[src/rtl/skid_buffer_pkg.sv]
// Shared types and default widths for the skid buffer register slice.
package skid_buffer_pkg;

    typedef enum logic [1:0] {
        EMPTY = 2'b00,
        BUSY  = 2'b01,
        FULL  = 2'b10
    } skid_state_e;

    localparam int DATA_WIDTH_DEFAULT = 8;
    localparam int CNT_WIDTH_DEFAULT  = 16;

endpackage

[src/rtl/sat_counter.sv]
// Saturating up-counter with synchronous clear; clear wins over increment.
// Only compiled when SKID_STATS_EN is defined, since nothing else uses it.
`ifdef SKID_STATS_EN
module sat_counter #(
    parameter int width = 16
) (
    input  logic             clk,
    input  logic             rst_n,
    input  logic             clr,
    input  logic             inc,
    output logic [width-1:0] count
);

    always_ff @(posedge clk or negedge rst_n) begin
        if (!rst_n) begin
            count <= '0;
        end else if (clr) begin
            count <= '0;
        end else if (inc && (count != '1)) begin
            count <= count + 1'b1;
        end
    end

endmodule
`endif

[src/rtl/skid_buffer.sv]
// Two-entry valid/ready register slice with registered in_ready and out_valid.
// Define SKID_STATS_EN to add stall/full statistics counters and their ports.
module skid_buffer
    import skid_buffer_pkg::*;
#(
    parameter int data_width = DATA_WIDTH_DEFAULT,
    parameter int cnt_width  = CNT_WIDTH_DEFAULT
) (
    input  logic                  clk,
    input  logic                  rst_n,
    input  logic                  in_valid,
    input  logic [data_width-1:0] in_data,
    output logic                  in_ready,
    output logic                  out_valid,
    output logic [data_width-1:0] out_data,
    input  logic                  out_ready
`ifdef SKID_STATS_EN
    ,
    input  logic                  stats_clr,
    output logic [cnt_width-1:0]  stall_cnt,
    output logic [cnt_width-1:0]  full_cnt
`endif
);

    skid_state_e           state;
    skid_state_e           next_state;
    logic [data_width-1:0] main_reg;
    logic [data_width-1:0] skid_reg;
    logic                  in_fire;
    logic                  out_fire;
    logic                  load_main;
    logic                  main_from_skid;
    logic                  load_skid;

    assign in_fire  = in_valid & in_ready;
    assign out_fire = out_valid & out_ready;
    assign out_data = main_reg;

    always_comb begin
        next_state     = state;
        load_main      = 1'b0;
        main_from_skid = 1'b0;
        load_skid      = 1'b0;
        case (state)
            EMPTY: begin
                if (in_fire) begin
                    next_state = BUSY;
                    load_main  = 1'b1;
                end
            end
            BUSY: begin
                if (in_fire && out_fire) begin
                    load_main = 1'b1;
                end else if (in_fire) begin
                    next_state = FULL;
                    load_skid  = 1'b1;
                end else if (out_fire) begin
                    next_state = EMPTY;
                end
            end
            FULL: begin
                // in_ready is low here, so only the downstream side can move
                if (out_fire) begin
                    next_state     = BUSY;
                    load_main      = 1'b1;
                    main_from_skid = 1'b1;
                end
            end
            default: next_state = EMPTY;
        endcase
    end

    // Handshake outputs come from next_state so neither has a combinational input path
    always_ff @(posedge clk or negedge rst_n) begin
        if (!rst_n) begin
            state     <= EMPTY;
            in_ready  <= 1'b1;
            out_valid <= 1'b0;
            main_reg  <= '0;
            skid_reg  <= '0;
        end else begin
            state     <= next_state;
            out_valid <= (next_state != EMPTY);
            in_ready  <= (next_state != FULL);
            if (load_main) begin
                main_reg <= main_from_skid ? skid_reg : in_data;
            end
            if (load_skid) begin
                skid_reg <= in_data;
            end
        end
    end

`ifdef SKID_STATS_EN
    sat_counter #(.width(cnt_width)) u_stall_cnt (
        .clk   (clk),
        .rst_n (rst_n),
        .clr   (stats_clr),
        .inc   (out_valid & ~out_ready),
        .count (stall_cnt)
    );

    sat_counter #(.width(cnt_width)) u_full_cnt (
        .clk   (clk),
        .rst_n (rst_n),
        .clr   (stats_clr),
        .inc   (state == FULL),
        .count (full_cnt)
    );
`else
    logic [cnt_width-1:0] stats_unused;
    assign stats_unused = '0;
`endif

endmodule
[config.mk]
export PLATFORM = sky130hd
export DESIGN_NAME = skid_buffer
export DESIGN_NICKNAME = d
export VERILOG_FILES = /design/src/rtl/skid_buffer_pkg.sv /design/src/rtl/sat_counter.sv /design/src/rtl/skid_buffer.sv
export SDC_FILE = /design/constraint.sdc
export NUM_CORES = 1
export LEC_CHECK = 0
export BUFFER_PORTS_ARGS = -buffer_cell sky130_fd_sc_hd__buf_2
export CORE_UTILIZATION = 46
export DETAILED_ROUTE_END_ITERATION = 10
export PLACE_DENSITY = 0.83
export RECOVER_POWER = 25
export SLEW_MARGIN = 0
export SYNTH_ARGS = -nofsm -noshare
export SYNTH_HDL_FRONTEND = slang
export SYNTH_HIERARCHICAL = 1
export SYNTH_SLANG_ARGS = --single-unit
[constraint.sdc]
create_clock -name clk -period 1.4 [get_ports clk]
set_input_delay 0 -clock clk [delete_from_list [all_inputs] [get_ports clk]]
set_output_delay 0 -clock clk [all_outputs]
set_load 0.03 [all_outputs]
==> results.sh, run 1 <==
export IMPL_power_frac_seq_pct=36.8
export IMPL_ir_worst_vdd_mv=1.675
export IMPL_path_clk_slew_ps=110
export IMPL_top_layer="met4"
export IMPL_power_density_mw_per_mm2=2294
export IMPL_pin_count=22
export IMPL_postSynthAreaPerCell_um2=14.64
export IMPL_path_buf_inv=1
export IMPL_worst_slack_ps=-85.00
export IMPL_fillers=126
export IMPL_synth_cells=63
export IMPL_synth_distinct_cells=18
export IMPL_final_antenna_net_count=0
export IMPL_cp_slowest_cell="dfstp_2"
export IMPL_worstMarginPinSlew_ps=1109
export IMPL_worstSetupPathType="reg -> reg"
export IMPL_hold_viol=0
export IMPL_crit_family="flip-flops"
export IMPL_diodes=0
export IMPL_drt_met1_wl_um=886
export IMPL_fin_crit_ps=1485
export IMPL_drive_above_1_share_pct=64.76
export IMPL_cts_tree="yes"
export IMPL_die_area_mm2=0.002188
export IMPL_ys_ff_latch=20
export IMPL_routed_wl_met2_um=1155
export IMPL_violations="setup timing"
export IMPL_p_leak_nw=0.6131
export IMPL_arrival_ps=1680
export IMPL_grt_pass1_wl_um=2994
export IMPL_setup_viol=16
export IMPL_dp_cells=113
export IMPL_status="complete, but fails checks"
export IMPL_post_drt_wl_per_cell_um=16.36
export IMPL_cts_buffers=3
export IMPL_drtIter0Drc=1
export IMPL_maxCapViolCount=0
export IMPL_fmax_mhz=673.4
export IMPL_fin_cells=130
export IMPL_cts_max_level=1
export IMPL_switching_share_pct=38.77
export IMPL_crit_path_max_incr_delay_ps=560
export IMPL_via_per_inst=5.262
export IMPL_grt_antenna_before_repair=0
export IMPL_first_pass_iters=4
export IMPL_grt_overflow=0
export IMPL_final_period_utilization_pct=106.1
export IMPL_track_usage_pct=21.01
export IMPL_place_congestion=0.7828
export IMPL_skew_ps=1.215
export IMPL_syn_to_final_growth_pct=45.73
export IMPL_p_total_mw=3.083
export IMPL_max_clock_path_buffers=2
export IMPL_final_cell_mix="buf_2 (20), mux2_2 (17), dfrtp_1 (16)"
export IMPL_grt_pass1_vias=630
export IMPL_hpwl_um=1308
export IMPL_synth_nets=75
export IMPL_die_h_um=46.78
export IMPL_crit_chain="nand4_1 -> o211ai_4 -> buf_12 -> mux2_4"
export IMPL_cts_root_buf="clkbuf_4"
export IMPL_insertion_delay_ps=300
export IMPL_cp_required_ps=1600
export IMPL_yosys_warnings=6
export IMPL_num_rows=15
export IMPL_rsz0062_at_grt="true"
export IMPL_grt_max_degree=21
export IMPL_slew_headroom_pct=26.07
export IMPL_clkPwrFrac_pct=9.2
export IMPL_initial_core_util_pct=51.18
export IMPL_slew_violations=0
export IMPL_final_common_cell="buf_2"
export IMPL_drt_total_wl_um=2127
export IMPL_worst_path_max_fanout=8
export IMPL_power_switching_mw=1.195
export IMPL_mappedNetlistArea_um2=922.1
export IMPL_cp_end_kind="flip-flop"
export IMPL_power_frac_comb_pct=54.0
export IMPL_coreArea_mm2=0.001802
export IMPL_drc=0
export IMPL_yosysSeqAreaShare_pct=54.41
export IMPL_hp_class="in -> reg"
export IMPL_dr_wl_met3_um=72
export IMPL_die_w_um=46.78
export IMPL_cp_start_kind="flip-flop"
export IMPL_vias=684
export IMPL_p_int_mw=1.888
export IMPL_place_ws_ps=-109.4
export IMPL_clock_sinks=20
export IMPL_io_buffer_count=21
export IMPL_layout_nets=118
-- timing repair --
item	4_1_cts	5_1_grt
hold buffers	9	0
resized for setup	10	5
cloned	1	1
endpoints found under the setup margin	16	16
buffers inserted	1	1
pin swaps	1	1
endpoints found under the hold margin	28	0
-- cells in the mapped netlist --
library cell,instances,share of area [%]
nand2_1,4,1.6
nand4_1,1,0.68
and3b_1,1,0.95
nor2_1,1,0.41
dfstp_2,1,2.8
mux2_2,25,31
a21oi_1,1,0.54
nand3_2,1,1.1
nor2b_1,1,0.68
or2_2,1,0.68
nand4b_4,1,2.6
o211ai_2,1,1.4
o22ai_1,1,0.68
nand4bb_1,1,1.2
dfrtp_1,19,52
and2_1,1,0.68
a21bo_2,1,1.1
buf_4,1,0.81
-- routing by layer --
layer | GRT usage [%] | vias up
met1 | 25.88 | 344
li1 | - | 319
met4 | 5.143 | 0
met3 | 6.923 | 2
met5 | 0 | -
met2 | 35.83 | 19
-- power groups by stage --
| stage | clock, mW | combinational [mW] | sequential (mW) |
|---|---|---|---|
| 6_report | 0.283 | 1.67 | 1.13 |
| 5_1_grt | 0.321 | 1.75 | 1.17 |
| 4_1_cts | 0.295 | 1.61 | 1.11 |
| 3_5_place_dp | 0 | 1.33 | 1.09 |
| 3_3_place_gp | 0 | 1.28 | 1.07 |
| 2_1_floorplan | 0 | 0.677 | 1.34 |
-- final timing paths --
kind	start	end	slack (ps)	cells after the start
setup / recovery	in_ready$_DFF_PN1_	out_data[3]$_DFFE_PN0P_	-90	4
hold / removal	in_valid	out_valid$_DFF_PN0_	190	4
setup reg to reg	in_ready$_DFF_PN1_	out_data[3]$_DFFE_PN0P_	-90	4
hold reg to reg	skid_reg[5]$_DFFE_PN0P_	skid_reg[5]$_DFFE_PN0P_	520	1
max in group asynchronous	rst_n	out_valid$_DFF_PN0_	250	2
min in group asynchronous	rst_n	out_data[7]$_DFFE_PN0P_	420	2
-- worst min-delay path, stage by stage --
cell and delay (ps):
buf_2 130, nand2_1 90, a21oi_1 140, or2_2 110
-- metrics by stage --
stage | TNS [ps] | util (%) | cell area [um2] | hold WS [ps]
finish | -1096 | 74.58 | 1344 | 194.7
global route | -1578 | 74.58 | 1344 | 194.7
CTS | -1283 | 72.57 | 1308 | 128.9
detailed placement | -1140 | 61.39 | 1106 | -34.52
global placement | -674.5 | 61.39 | 1106 | -36.61
floorplan | -1390 | - | 939.7 | -295.6
-- layout make-up --
cell class | count | area, um2 | share of cell area [%]
Clock buffer | 4 | 26.28 | 1.955
Multi-Input combinational cell | 44 | 518.0 | 38.55
Sequential cell | 20 | 505.5 | 37.62
Tap cell | 25 | 31.28 | 2.328
Timing Repair Buffer | 37 | 262.8 | 19.55
-- logic make-up (layout without fill, tap and decap cells) --
group                  after synthesis  count (layout)  share of synthesized area, %
multiplexers                        25              25                         30.53
flip-flops                          20              20                         54.41
AND/OR/NAND/NOR                     13              15                         10.58
AO/OA/AOI/OAI                        4               4                         3.663
buffers and inverters                1              41                        0.8144
Power figures use the tool's default switching activity.
==> run 2, diff against run 1 <==
--- a/config.mk
+++ b/config.mk
@@ -5,10 +5,11 @@
 export SDC_FILE = /design/constraint.sdc
 export NUM_CORES = 1
 export LEC_CHECK = 0
+export ABC_AREA = 1
 export BUFFER_PORTS_ARGS = -buffer_cell sky130_fd_sc_hd__buf_2
 export CORE_UTILIZATION = 46
 export DETAILED_ROUTE_END_ITERATION = 10
-export PLACE_DENSITY = 0.83
+export PLACE_DENSITY = 0.82
 export RECOVER_POWER = 25
 export SLEW_MARGIN = 0
 export SYNTH_ARGS = -nofsm -noshare
==> results.sh, run 2 <==
export IMPL_insertion_delay_ps=300
export IMPL_power_density_mw_per_mm2=2043
export IMPL_first_pass_iters=4
export IMPL_io_buffer_count=21
export IMPL_die_w_um=48.03
export IMPL_vias=900
export IMPL_grt_pass1_wl_um=3339
export IMPL_clock_sinks=20
export IMPL_synth_area_leaders="dfrtp_1 (49%), nand2_1 (20%), nand3_1 (12%)"
export IMPL_synthTopCellsByCount="nand2_1 (53), nand3_1 (24), dfrtp_1 (19)"
export IMPL_synth_flop_cell="dfrtp_1"
export IMPL_place_ws_ps=187.1
export IMPL_postSynthAreaPerCell_um2=8.476
export IMPL_tns_ps=0
export IMPL_slew_headroom_pct=30.91
export IMPL_ys_ff_latch=20
export IMPL_track_usage_pct=21.23
export IMPL_r2r_end="skid_reg[3]$_DFFE_PN0P_"
export IMPL_fmax_mhz=805.0
export IMPL_die_area_mm2=0.002307
export IMPL_status="finished clean"
export IMPL_die_h_um=48.03
export IMPL_max_clock_path_buffers=2
export IMPL_cts_root_buf="clkbuf_4"
export IMPL_post_cts_buffers=0
export IMPL_num_rows=16
export IMPL_yosysSeqAreaShare_pct=51.48
export IMPL_fillers=160
export IMPL_grt_use_met2_pct=35.14
export IMPL_grt_antenna_before_repair=0
export IMPL_cp_slowest_cell="dfrtp_1"
export IMPL_p_leak_nw=0.6842
export IMPL_fin_crit_ps=1242
export IMPL_path_common_cell="nand2_1"
export IMPL_pin_count=22
export IMPL_crit_chain="nand2_1 -> nand2_1 -> inv_2 -> nand2_2 -> nand2_1 -> nand2_1"
export IMPL_cp_required_ps=1600
export IMPL_finalHoldWorstSlack_ps=46.28
export IMPL_rsz0062_at_grt="false"
export IMPL_drc=0
export IMPL_final_antenna_net_count=0
export IMPL_worstSetupPathType="reg -> reg"
export IMPL_grt_pass1_vias=810
export IMPL_timing_rr_start="out_valid$_DFF_PN0_"
export IMPL_crit_path_max_incr_delay_ps=390
export IMPL_synth_nets=127
export IMPL_ff2ff_path_depth=6
export IMPL_via_per_inst=5.114
export IMPL_post_drt_wl_per_cell_um=11.98
export IMPL_synth_edff_count=0
export IMPL_setup_viol=0
export IMPL_cts_max_level=1
export IMPL_hpwl_um=1515
export IMPL_async_flop_share_pct=100.0
export IMPL_synth_largest_area_cell="dfrtp_1"
export IMPL_mappedNetlistArea_um2=974.7
export IMPL_cp_start_kind="flip-flop"
export IMPL_final_cell_mix="nand2_1 (53), nand3_1 (24), buf_2 (20)"
export IMPL_hp_class="in -> reg"
export IMPL_dp_cells=163
export IMPL_path_clk_slew_ps=110
export IMPL_met1_usage_pct=27.23
export IMPL_drt_total_wl_um=2108
export IMPL_hold_buffers=9
export IMPL_cts_buffers=3
export IMPL_syn_to_final_growth_pct=26.32
export IMPL_place_congestion=0.8782
export IMPL_layout_nets=162
export IMPL_r2r_slack_ps=160
export IMPL_drtIter0Drc=15
export IMPL_skew_ps=5.746
export IMPL_synth_distinct_cells=15
export IMPL_diodes=0
export IMPL_post_route_util_pct=62.12
export IMPL_cp_end_kind="flip-flop"
export IMPL_cts_resized=0
export IMPL_final_period_utilization_pct=88.74
export IMPL_slew_violations=0
export IMPL_crit_end="skid_reg[3]$_DFFE_PN0P_"
export IMPL_fin_cells=176
export IMPL_synth_top_cell_area_share_pct=48.78
export IMPL_initial_core_util_pct=49.18
export IMPL_arrival_ps=1440
export IMPL_worst_path_max_fanout=9
export IMPL_grt_busiest_layer="met2"
export IMPL_gr_usage_met3_pct=4.528
export IMPL_coreArea_mm2=0.001982
export IMPL_ir_worst_vdd_mv=1.168
export IMPL_final_common_cell="nand2_1"
export IMPL_synth_most_common_cell="nand2_1"
export IMPL_maxCapViolCount=0
export IMPL_grt_max_degree=21
export IMPL_hold_viol=0
export IMPL_yosys_warnings=6
export IMPL_startpoint="out_valid$_DFF_PN0_"
export IMPL_grt_overflow=0
export IMPL_drive_above_1_share_pct=26.17
export IMPL_cts_tree="yes"
export IMPL_synth_cells=115
export IMPL_worstMarginPinSlew_ps=1036
export IMPL_worst_slack_ps=157.7
[run 2: per-layer routing]
| metal | share of wire (%) | up-vias |
|---|---|---|
| li1 | - | 436 |
| met1 | 42 | 430 |
| met2 | 51 | 28 |
| met3 | 4.7 | 6 |
| met4 | 2.1 | 0 |
| met5 | 0 | - |
[run 2: cells by family after synthesis]
family	Yosys count	share of synthesized area (%)
flops	20	51.48
simple gates	87	44.16
compound gates	1	0.5130
buf+inv	7	3.850
[run 2: power by group]
group          switching, mW  leakage (nW)  internal [mW]
Combinational          0.824         0.416          0.354
Clock                  0.174        0.0210          0.159
Sequential             0.159         0.247          0.846
[run 2: cell type report]
class | count | area (um2) | share of cell area, %
tap | 27 | 33.78 | 2.744
multi-input combinational | 88 | 435.4 | 35.37
sequential | 20 | 501.7 | 40.75
inverter | 6 | 22.52 | 1.829
clock buffer | 4 | 36.28 | 2.947
timing repair buffer | 31 | 201.4 | 16.36
[run 2: worst max-delay path: cells and delay by family, from the launching register on]
family	cells	cell delay, ps
flops	1	390
buf+inv	1	190
simple gates	5	570
[run 2: worst min path at each step]
stage                     startpoint                      end  slack (ps)  cells past startpoint
after detailed placement       rst_n  out_data[5]$_DFFE_PN0P_         -30                      1
after CTS                  out_ready       in_ready$_DFF_PN1_          40                      3
after global routing       out_ready       in_ready$_DFF_PN1_          80                      3
final                      out_ready       in_ready$_DFF_PN1_          50                      3
after global placement         rst_n  out_data[1]$_DFFE_PN0P_         -50                      1
after floorplan                rst_n  out_data[0]$_DFFE_PN0P_        -300                      0
[run 2: stage by stage]
step / total power, mW / instance area, um2
2_1_floorplan: 1.857 / 974.7
3_3_place_gp: 2.133 / 1106
3_5_place_dp: 2.175 / 1106
4_1_cts: 2.526 / 1232
5_1_grt: 2.718 / 1231
6_report: 2.515 / 1231
==> run 3, diff against run 2 <==
--- a/config.mk
+++ b/config.mk
@@ -7,9 +7,12 @@
 export LEC_CHECK = 0
 export ABC_AREA = 1
 export BUFFER_PORTS_ARGS = -buffer_cell sky130_fd_sc_hd__buf_2
-export CORE_UTILIZATION = 46
+export CORE_ASPECT_RATIO = 1.2
+export CORE_UTILIZATION = 49
+export CTS_BUF_LIST = sky130_fd_sc_hd__clkbuf_8
 export DETAILED_ROUTE_END_ITERATION = 10
-export PLACE_DENSITY = 0.82
+export GPL_TIMING_DRIVEN = 0
+export PLACE_DENSITY = 0.86
 export RECOVER_POWER = 25
 export SLEW_MARGIN = 0
 export SYNTH_ARGS = -nofsm -noshare
==> results.sh, run 3 (synthesized netlist as in run 2, its figures left out) <==
export IMPL_path_clk_slew_ps=70
export IMPL_hp_class="in -> reg"
export IMPL_multi_input_comb_area_um2=435.4
export IMPL_place_congestion=0.7803
export IMPL_first_pass_iters=4
export IMPL_worst_slack_ps=99.62
export IMPL_clock_sinks=20
export IMPL_vias=873
export IMPL_worst_path_max_fanout=9
export IMPL_initial_core_util_pct=52.67
export IMPL_cts_resized=0
export IMPL_startpoint="in_ready$_DFF_PN1_"
export IMPL_final_common_cell="nand2_1"
export IMPL_worstSetupPathType="reg -> reg"
export IMPL_final_cell_mix="nand2_1 (53), nand3_1 (24), buf_2 (20)"
export IMPL_die_h_um=50.86
export IMPL_rsz0062_at_grt="false"
export IMPL_fin_cells=168
export IMPL_cp_end_kind="flip-flop"
export IMPL_setup_viol=0
export IMPL_grt_antenna_before_repair=0
export IMPL_cp_start_kind="flip-flop"
export IMPL_r2r_end="out_data[7]$_DFFE_PN0P_"
export IMPL_violations="hold timing"
export IMPL_p_leak_nw=0.7026
export IMPL_drc=0
export IMPL_grt_max_degree=21
export IMPL_hold_viol=1
export IMPL_diodes=0
export IMPL_cts_root_buf="clkbuf_8"
export IMPL_insertion_delay_ps=260
export IMPL_hpwl_um=1384
export IMPL_num_rows=17
export IMPL_io_buffer_count=21
export IMPL_layout_area_seq_um2=501.7
export IMPL_slew_violations=0
export IMPL_power_density_mw_per_mm2=2216
export IMPL_fmax_mhz=769.0
export IMPL_maxCapViolCount=0
export IMPL_fin_crit_ps=1300
export IMPL_drt_total_wl_um=2123
export IMPL_worstMarginPinSlew_ps=1062
export IMPL_arrival_ps=1500
export IMPL_ff2ff_path_depth=6
export IMPL_place_ws_ps=26.04
export IMPL_ir_worst_vdd_mv=1.409
export IMPL_crit_end="out_data[7]$_DFFE_PN0P_"
export IMPL_final_period_utilization_pct=92.88
export IMPL_fillers=154
export IMPL_cts_tree="yes"
export IMPL_coreArea_mm2=0.001851
export IMPL_drtIter0Drc=15
export IMPL_track_usage_pct=20.73
export IMPL_tns_ps=0
export IMPL_worstHoldStart="in_data[4]"
export IMPL_timing_rr_start="in_ready$_DFF_PN1_"
export IMPL_grt_pass1_vias=763
export IMPL_final_antenna_net_count=0
export IMPL_finalHoldWorstSlack_ps=-2.530
export IMPL_cts_max_level=1
export IMPL_cts_buffers=3
export IMPL_dp_cells=155
export IMPL_skew_ps=2.301
export IMPL_syn_to_final_growth_pct=29.14
export IMPL_grt_pass1_wl_um=3401
export IMPL_pin_count=22
export IMPL_post_drt_wl_per_cell_um=12.64
export IMPL_grt_overflow=0
export IMPL_die_w_um=42.72
export IMPL_status="complete, but fails checks"
export IMPL_slew_headroom_pct=29.18
export IMPL_layout_nets=162
export IMPL_cp_required_ps=1600
export IMPL_r2r_slack_ps=100
export IMPL_drive_above_1_share_pct=27.52
export IMPL_max_clock_path_buffers=2
export IMPL_p_total_mw=2.790
export IMPL_via_per_inst=5.196
export IMPL_die_area_mm2=0.002172
-- run 3: changes by cell type in the layout (fill, tap and decap cells not counted) --
cell           before  now
buf_4               1    2
buf_8               0    1
bufinv_16           0    1
clkbuf_4            3    0
clkbuf_8            1    3
dlygate4sd3_1       9    7
-- run 3: worst min path at each step --
stage / to / slack [ps] / depth (start not counted)
4_1_cts: skid_reg[4]$_DFFE_PN0P_ / 2 / 3
5_1_grt: skid_reg[4]$_DFFE_PN0P_ / 30 / 3
2_1_floorplan: out_data[0]$_DFFE_PN0P_ / -300 / 0
3_3_place_gp: out_data[3]$_DFFE_PN0P_ / -40 / 1
3_5_place_dp: out_data[3]$_DFFE_PN0P_ / -40 / 1
6_report: skid_reg[4]$_DFFE_PN0P_ / -3 / 3
-- run 3: final cells by class --
class                      instances  area share (%)
buffer                             1           1.193
clock buffer                       3           3.280
clock inverter                     1           2.386
inverter                           6           1.789
multi-input combinational         88           34.59
sequential                        20           39.86
tap                               19           1.889
timing repair buffer              30           15.01
-- run 3: critical path: stages (launching register included) --
cell and delay, ps:
dfstp_2 530, nand2_1 110, nor2_4 210, nand2_4 140, nand2_8 120, nand2_1 60
nand2_1 70
-- run 3: through the flow --
stage	cell area, um2	utilization (%)
2_1_floorplan	974.7	-
3_3_place_gp	1104	59.63
3_5_place_dp	1104	59.63
4_1_cts	1245	67.28
5_1_grt	1259	68.02
6_report	1259	68.02
-- run 3: what timing repair did --
action,in CTS,in global routing
setup endpoints to repair,0,18
setup buffers,0,2
hold buffers,7,0
hold endpoints to repair,25,0
-- run 3: where the power goes --
part | leakage [nW] | internal [mW] | switching (mW)
combinational | 0.420 | 0.366 | 0.833
clock | 0.0357 | 0.382 | 0.196
sequential | 0.247 | 0.849 | 0.165
total | 0.703 | 1.60 | 1.19
-- run 3: metal layers --
metal  global-route usage, %  routed length [um]
met1                   25.35                 944
met2                   36.36                1056
met3                   3.180                  89
met4                   7.813                  32
met5                       0                   0
